===== config.mk =====
export PLATFORM = sky130hd
export DESIGN_NAME = regfile_mp
export DESIGN_NICKNAME = d
export VERILOG_FILES = /design/src/rtl/regfile_mp.sv
export SDC_FILE = /design/constraint.sdc
export NUM_CORES = 2
export LEC_CHECK = 0
export CAP_MARGIN = 40
export CORE_ASPECT_RATIO = 1.5
export CORE_MARGIN = 3
export CORE_UTILIZATION = 60
export CTS_CLUSTER_DIAMETER = 120
export CTS_CLUSTER_SIZE = 30
export DETAILED_ROUTE_END_ITERATION = 8
export GPL_ROUTABILITY_DRIVEN = 1
export PLACE_DENSITY = 0.83
export REMOVE_ABC_BUFFERS = 1
export SETUP_SLACK_MARGIN = 0.1
export SYNTH_ARGS = -nofsm -noshare
export SYNTH_HDL_FRONTEND = slang
export SYNTH_SLANG_ARGS = --single-unit

===== constraint.sdc =====
create_clock -name clk -period 40.5 [get_ports clk]
set_input_delay 4.05 -clock clk [delete_from_list [all_inputs] [get_ports clk]]
set_output_delay 4.05 -clock clk [all_outputs]
set_load 0.02 [all_outputs]

===== src/rtl/regfile_mp.sv =====
// regfile_mp: parametrised multi-read-port register file with write bypass and a streaming dump sequencer
module regfile_mp #(
    parameter int DATA_W   = 32,
    parameter int NUM_REGS = 32,
    parameter int ADDR_W   = 5,
    parameter int NUM_RD   = 2,
    parameter bit ZERO_REG = 1,
    parameter bit BYPASS   = 1
) (
    input  logic                     clk,
    input  logic                     rst,
    input  logic [NUM_RD*ADDR_W-1:0] rd_addr,
    output logic [NUM_RD*DATA_W-1:0] rd_data,
    input  logic                     wr_en,
    input  logic [ADDR_W-1:0]        wr_addr,
    input  logic [DATA_W-1:0]        wr_data,
    input  logic                     dump_req,
    output logic                     dump_busy,
    output logic                     dump_valid,
    input  logic                     dump_ready,
    output logic [ADDR_W-1:0]        dump_idx,
    output logic [DATA_W-1:0]        dump_data,
    output logic                     dump_done
);
    localparam logic [ADDR_W-1:0] LAST = ADDR_W'(NUM_REGS - 1);

    typedef enum logic [1:0] {IDLE, SCAN, DONE} state_t;

    state_t              state, state_n;
    logic [DATA_W-1:0]   mem [NUM_REGS];
    logic                we;
    logic [ADDR_W-1:0]   load_idx, idx_n;
    logic [DATA_W-1:0]   load_val, data_n;

    // writes to the hardwired zero register are dropped here, so bypass and dump capture never see them
    assign we = wr_en && !(ZERO_REG && wr_addr == '0);

    // register array: cleared on reset, one write port
    always_ff @(posedge clk or posedge rst) begin
        if (rst) begin
            for (int i = 0; i < NUM_REGS; i++) mem[i] <= '0;
        end else if (we) begin
            mem[wr_addr] <= wr_data;
        end
    end

    for (genvar p = 0; p < NUM_RD; p++) begin : g_rd
        logic [ADDR_W-1:0] a;
        assign a = rd_addr[p*ADDR_W +: ADDR_W];
        assign rd_data[p*DATA_W +: DATA_W] = (ZERO_REG && a == '0) ? '0 :
                                             (BYPASS && we && wr_addr == a) ? wr_data : mem[a];
    end

    // the dump always captures the post-write value, independent of the read-port bypass setting
    assign load_idx = (state == SCAN) ? dump_idx + ADDR_W'(1) : '0;
    assign load_val = (ZERO_REG && load_idx == '0) ? '0 :
                      (we && wr_addr == load_idx) ? wr_data : mem[load_idx];

    // dump sequencer next-state and beat update
    always_comb begin
        state_n = state;
        idx_n   = dump_idx;
        data_n  = dump_data;
        unique case (state)
            IDLE: if (dump_req) begin
                state_n = SCAN;
                idx_n   = '0;
                data_n  = load_val;
            end
            SCAN: if (dump_ready) begin
                if (dump_idx == LAST) begin
                    state_n = DONE;
                end else begin
                    idx_n  = load_idx;
                    data_n = load_val;
                end
            end
            DONE:    state_n = IDLE;
            default: state_n = IDLE;
        endcase
    end

    // dump state and beat registers
    always_ff @(posedge clk or posedge rst) begin
        if (rst) begin
            state     <= IDLE;
            dump_idx  <= '0;
            dump_data <= '0;
        end else begin
            state     <= state_n;
            dump_idx  <= idx_n;
            dump_data <= data_n;
        end
    end

    assign dump_busy  = state != IDLE;
    assign dump_valid = state == SCAN;
    assign dump_done  = state == DONE;
endmodule


# Word-level counts from Yosys, hierarchy flattened
# Index checks and enable logic that the tools add are counted.
# classes
n_eq_ne,10
n_reduce_logical,15
n_mux,31
bitwise,4
magnitude_cmp,5
n_addsub,1
# op_table
operator,count
1024-bit bitwise mux,1
32-bit 2-to-1 mux,16
32-bit binary-select mux with 5-bit select,3
32-bit demux with 5-bit select,1
32-bit one-hot mux with 2 select lines,1
6-bit >= comparator (second input constant),4
5-bit NOT with 6-bit output,4
5-bit zero test,4
5-bit 2-to-1 mux,4
5-bit equality test,3
5-bit one-hot mux with 2 select lines,1
6-bit by 1-bit < comparator with 1-bit output (second input constant),1
2-bit 2-to-1 mux,3
5-bit by 1-bit adder with 5-bit output (second input constant),1
5-bit equality test (second input constant),1
1-bit logical AND,5
2-bit by 1-bit inequality test with 1-bit output (second input constant),2
2-bit inequality test (second input constant),2
2-bit one-hot mux with 2 select lines,1
4-bit AND reduction,1
2-bit nonzero test,2
3-bit AND reduction,1
2-bit by 1-bit equality test with 1-bit output (second input constant),1
2-bit equality test (second input constant),1
other kinds (2),2
# word_totals
reg_bits,1063
out_inout_bits,104
input_bits,52

# Longest topological paths before layout
# depth
word_depth,11
depth_mapped,13

# Worst setup path after synthesis
# Ideal clock, no wire load.
# synth_timing
path_type,input-to-output
start,in wr_addr[0]
end,out rd_data[10]
slack_ps,30360
path_buffers,3
arrival_ps,6090
required_ps,36450
cell_stages,9
path_cell_list,buf_2 -> or2_1 -> buf_2 -> o41ai_4 -> nor4_1 -> nand3_1 -> buf_1 -> nor2_1 -> a211oi_1
# synth_via
elab_chain_len,6
word_cells_on_any_way,7
cone_classes,eq/ne: 1; mux: 2; reduce/logical: 4
# synth_rtl
item,line,rtl
start: declaration,15,"input logic [ADDR_W-1:0] wr_addr,"
5-bit zero test,36,assign we = wr_en && !(ZERO_REG && wr_addr == '0);
1-bit zero test,36,
1-bit logical AND,36,
1-bit logical AND (*),51,(BYPASS && we && wr_addr == a) ? wr_data : mem[a];
32-bit 2-to-1 mux (*),51,
32-bit 2-to-1 mux (*),50,assign rd_data[p*DATA_W +: DATA_W] = (ZERO_REG && a == '0) ? '0 :
end: declaration,13,"output logic [NUM_RD*DATA_W-1:0] rd_data,"
# Mark *: on every way between the ends. The rest lies on a longest branch, timed or not.

# Worst setup path in the final report
# layout_timing
start,in rd_addr[5]
end,out rd_data[39]
# layout_via
elab_chain_len,6
word_cells_on_any_way,9
cone_classes,eq/ne: 1; mux: 5; bitwise: 1; reduce/logical: 2
# layout_rtl
item,line,rtl
start: declaration,12,"input logic [NUM_RD*ADDR_W-1:0] rd_addr,"
5-bit NOT with 6-bit output (not written as such),51,
32-bit binary-select mux with 5-bit select,51,
32-bit 2-to-1 mux (not written as such) (2 in a row),51,
32-bit 2-to-1 mux,51,
32-bit 2-to-1 mux (*),50,
# Mark *: on every way between the ends. The rest lies on a longest branch, timed or not. The select of a mux whose other input is x is not followed.

==> results_tabular.tex <==
\begin{tabular}{lr}
\hline
Metric & Value \\
\hline
\multicolumn{2}{l}{\textbf{Status}} \\
\quad Outcome & complete, no violations \\
\multicolumn{2}{l}{\textbf{Placement}} \\
\quad Inst Count DP & $\sim$6.0k \\
\quad Routability-driven placement congestion ratio & between 0.9 and 1 \\
\quad Input/output buffers & $\sim$160 \\
\quad HPWL reported at the end of detailed placement & roughly 130 mm \\
\multicolumn{2}{l}{\textbf{Die}} \\
\quad Horizontal die dimension & $\sim$280 um \\
\quad Height of the die & between 400 and 500 um \\
\quad Die footprint & about 110000 um\^{}2 \\
\quad Top-level I/O count & about 160 \\
\quad Row count & 147 \\
\quad Starting utilization of the core area & 0.6071 \\
\quad Core box area & around 110000 um\^{}2 \\
\multicolumn{2}{l}{\textbf{STA}} \\
\quad RSZ-0062 raised after global routing & false \\
\quad Post-route clock period utilization & 0.3114 \\
\quad Final count of pins violating max slew & 0 \\
\quad Final critical delay including setup and external delays & around 13000 ps \\
\quad Worst Clk Skew & approximately 50 ps \\
\quad Worst slew pin tran & around 1000 ps \\
\quad Fin. Hold Viols & 0 \\
\quad Setup-failing EPs final & 0 \\
\quad Final setup TNS & 0 ps \\
\quad Top achievable clock speed & approximately 0.079 GHz \\
\quad Slew HR & 0.3088 \\
\multicolumn{2}{l}{\textbf{Worst setup path}} \\
\quad Total buffers and inverters traversed by the critical path & 4 \\
\quad Cells on worst reg2reg path & 10 \\
\quad Worst Path Max Fanout & a little over 60 \\
\quad Critical Path Source Type & input port \\
\quad Worst reg-to-reg setup slack & $\sim$35000 ps \\
\quad Cell with the largest stage delay on the worst path & sky130\_fd\_sc\_hd\_\_buf\_4 \\
\quad Destination of the worst register-to-register timing path & dump\_data[0]\$\_DFFE\_PP0P\_ \\
\quad Worst reg2reg startpoint & dump\_idx[0]\$\_DFFE\_PP0P\_ \\
\quad Critical path capture point type & output port \\
\quad Stages on worst setup path & 8 \\
\quad Kind of cell adding the most delay to the critical path & buffers and inverters \\
\quad Cell chain of the critical path & buf\_8 > buf\_4 > buf\_4 > mux4\_2 > mux4\_2 > mux2i\_1 > o21ai\_0 > clkdlybuf4s50\_1 \\
\quad Worst path max stage delay & about 810 ps \\
\quad CP Launch Point & rd\_addr[5] \\
\quad Type of the worst setup path & in2out \\
\quad Critical path capture point & rd\_data[39] \\
\quad Worst EP arrival & 8560 ps \\
\quad Critical path required time & $\sim$36000 ps \\
\multicolumn{2}{l}{\textbf{Clocking}} \\
\quad CTS Sinks & between 1k and 1.5k \\
\quad Hold bufs inserted after CTS & 0 \\
\quad CTS HTree Levels & 2 \\
\quad Post CTS Setup Buffer Count & 0 \\
\quad Clock insertion delay at the later pin of the skew report & 690 ps \\
\quad Post-CTS clock slew at the launch and capture registers of the worst setup and hold paths & 120 ps \\
\quad Root Buffer Master & sky130\_fd\_sc\_hd\_\_clkbuf\_16 \\
\quad Cts bufs inserted & slightly above 40 \\
\quad CTS Buffer Depth & 3 \\
\quad Number of resized instances in the post-cts repair step & 0 \\
\quad CTS tree & yes \\
\multicolumn{2}{l}{\textbf{Logic synthesis}} \\
\quad Share of flip-flops with an asynchronous set or reset after synthesis & 1.000 \\
\quad Synth Instances & about 4.8k \\
\quad Synthesized cell area & approximately 65000 um\^{}2 \\
\quad Flops \& latches, synth & 1063 \\
\quad Register area share after synthesis & 0.4079 \\
\quad Main area contributors after synthesis & sky130\_fd\_sc\_hd\_\_dfrtp\_1 (41\%), sky130\_fd\_sc\_hd\_\_mux4\_2 (22\%), sky130\_fd\_sc\_hd\_\_mux2\_2 (18\%) \\
\quad Count of different cell masters after synthesis & 68 \\
\quad Library cell with the largest summed area after synthesis & sky130\_fd\_sc\_hd\_\_dfrtp\_1 \\
\quad Top cells by instance count after synthesis & sky130\_fd\_sc\_hd\_\_dfrtp\_1 (1063), sky130\_fd\_sc\_hd\_\_mux2\_2 (1037), sky130\_fd\_sc\_hd\_\_mux4\_2 (632) \\
\quad Top cell type's share of synthesized area & 0.4079 \\
\quad Predominant post-synthesis flop cell & sky130\_fd\_sc\_hd\_\_dfrtp\_1 \\
\quad YS warnings & 0 \\
\quad Number of enable-type register cells in the synthesized netlist & 0 \\
\quad Leading cell type by number of instances after synthesis & sky130\_fd\_sc\_hd\_\_dfrtp\_1 \\
\quad Post-synthesis area per instance & about 14 um\^{}2 \\
\multicolumn{2}{l}{\textbf{Power}} \\
\quad Net switching power figure & approximately 0.0017 W \\
\quad Design internal power & around 0.0023 W \\
\quad Switching Share & 0.4225 \\
\quad Power density of the placed cells & 57.79 nW/um\^{}2 \\
\quad Proportion of power drawn by flip-flops and latches & 0.373 \\
\quad Part of the power in the clock network & 0.133 \\
\quad Portion of total power attributed to combinational logic & 0.494 \\
\quad Leakage power total & 28.62 nW \\
\quad Largest voltage drop on the vdd net & about 0.09 mV \\
\quad Total power draw & 0.004009 W \\
\multicolumn{2}{l}{\textbf{Final layout}} \\
\quad Final cell count without fillers & between 6k and 7k \\
\quad Share of final-layout standard cells stronger than drive strength 1 & 0.4244 \\
\quad Area growth syn-to-layout & 6.387\% \\
\quad Final nets & $\sim$4.7k \\
\quad Filler cell count in the final layout & between 7k and 8k \\
\multicolumn{2}{l}{\textbf{Global routing}} \\
\quad Initial antenna violation count & 13 \\
\quad Global routing usage summed across all routing layers & 0.3958 \\
\quad Gr ovfl total & 0 \\
\quad Global-route wire length before repair & between 300 and 400 mm \\
\quad Maximum number of pins on one net before global-route repair & 159 \\
\quad Number of global-route vias before repair & around 51k \\
\multicolumn{2}{l}{\textbf{Route}} \\
\quad Antenna viol nets, final & 0 \\
\quad Via density per instance & around 8.1 \\
\quad Total detailed-routing wirelength & 222.7 mm \\
\quad Via Count & between 40k and 50k \\
\quad Post-route DRC & 0 \\
\quad Iteration-0 DRC count of the detailed router & between 7k and 8k \\
\quad Detailed Routing Iterations Pass 1 & 9 \\
\quad Routed wire length per instance & between 30 and 40 um \\
\multicolumn{2}{l}{\textbf{Flow run}} \\
\quad Max-cap viol count & 0 \\
\multicolumn{2}{l}{\textbf{Min path}} \\
\quad HP Class & reg2reg \\
\hline
\end{tabular}
-- cell families after synthesis --
logic type	share of synthesized area
multiplexers	0.4421
flip-flops	0.4079
AO/OA/AOI/OAI	0.07906
buffers and inverters	0.03856
AND/OR/NAND/NOR	0.02981
XOR/XNOR	0.002149
adder cells (fa/ha/maj)	0.0003837
-- state kept, by name, indices dropped and copies added (netlist names) --
| name | flops |
|---|---|
| dump_data | 32 |
| dump_idx | 5 |
| mem | 1024 |
| state | 2 |
-- power groups by stage --
stage	logic (W)	registers (W)	clock network [W]
after floorplan	0.00129	0.00148	0
after global placement	0.00184	0.00148	0
after detailed placement	0.00191	0.00150	0
after CTS	0.00192	0.00148	0.000537
after global routing	0.00204	0.00152	0.000571
final	0.00198	0.00149	0.000535
-- worst min path at each step --
stage | slack, ps | endpoint | start | cells past startpoint
floorplan | 380 | mem[1007]$_DFFE_PP0P_ | mem[1007]$_DFFE_PP0P_ | 0
global placement | 400 | mem[996]$_DFFE_PP0P_ | mem[996]$_DFFE_PP0P_ | 0
detailed placement | 410 | mem[1018]$_DFFE_PP0P_ | mem[1018]$_DFFE_PP0P_ | 0
CTS | 430 | mem[1018]$_DFFE_PP0P_ | mem[1018]$_DFFE_PP0P_ | 0
global route | 450 | mem[1018]$_DFFE_PP0P_ | mem[1018]$_DFFE_PP0P_ | 0
finish | 430 | mem[1018]$_DFFE_PP0P_ | mem[1018]$_DFFE_PP0P_ | 0
-- worst register-to-register path, delay by kind of cell, from the launching register on --
family / cells / cell delay, ps
AND/OR/NAND/NOR: 4 / 2530
buffers and inverters: 3 / 950
flip-flops: 1 / 640
AO/OA/AOI/OAI: 2 / 450
adder cells (fa/ha/maj): 1 / 340
-- routing by layer --
layer,track usage,up-vias,share of wire
li1,-,18450,-
met1,0.4822,24680,0.32
met2,0.5817,4170,0.44
met3,0.1221,1452,0.14
met4,0.3202,16,0.10
met5,0,-,0.00047
-- through the flow --
step | worst slack (ps) | instance area [um^2] | hold slack, ps | utilization
floorplan | 6528 | 62710 | 380.4 | -
global placement | 27890 | 67370 | 397.5 | 0.6272
detailed placement | 27890 | 68200 | 406.9 | 0.6349
CTS | 27850 | 69310 | 433.6 | 0.6452
global route | 27630 | 69360 | 450.0 | 0.6458
finish | 27890 | 69380 | 430.9 | 0.6459
-- cells in the final DEF, fill, tap and decap left out, types with 8 or more instances in the layout --
cell type,instances
sky130_fd_sc_hd__a2111oi_0,10
sky130_fd_sc_hd__a211o_1,37
sky130_fd_sc_hd__a211oi_1,89
sky130_fd_sc_hd__a21oi_1,204
sky130_fd_sc_hd__a221oi_1,19
sky130_fd_sc_hd__a2bb2oi_1,12
sky130_fd_sc_hd__a311oi_1,13
sky130_fd_sc_hd__a31oi_1,11
sky130_fd_sc_hd__and3_1,12
sky130_fd_sc_hd__buf_12,10
sky130_fd_sc_hd__buf_16,22
sky130_fd_sc_hd__buf_4,129
sky130_fd_sc_hd__buf_8,13
sky130_fd_sc_hd__clkbuf_16,43
sky130_fd_sc_hd__clkdlybuf4s50_1,145
sky130_fd_sc_hd__dfrtp_1,1062
sky130_fd_sc_hd__mux2_1,8
sky130_fd_sc_hd__mux2_2,1037
sky130_fd_sc_hd__mux2i_1,282
sky130_fd_sc_hd__mux4_2,632
sky130_fd_sc_hd__nand2_1,130
sky130_fd_sc_hd__nand2_2,12
sky130_fd_sc_hd__nand3_1,30
sky130_fd_sc_hd__nor2_1,85
sky130_fd_sc_hd__nor2_4,13
sky130_fd_sc_hd__nor2b_1,44
sky130_fd_sc_hd__nor3_1,18
sky130_fd_sc_hd__nor4_1,15
sky130_fd_sc_hd__o211ai_1,32
sky130_fd_sc_hd__o21ai_0,116
sky130_fd_sc_hd__o21ai_1,8
sky130_fd_sc_hd__o221ai_1,84
sky130_fd_sc_hd__o22ai_1,92
sky130_fd_sc_hd__xnor2_1,8
-- layout make-up --
type / instances / area [um^2] / area share
Timing Repair Buffer: 326 / 3481 / 0.05017
Antenna cell: 7 / 17.52 / 0.0002525
Clock inverter: 2 / 28.78 / 0.0004148
Clock buffer: 44 / 1080 / 0.01556
Tap cell: 1415 / 1770 / 0.02552
Multi-Input combinational cell: 3166 / 36380 / 0.5244
Inverter: 3 / 18.77 / 0.0002705
Sequential cell: 1063 / 26600 / 0.3835
No activity file was read; power rests on OpenSTA's default activity.
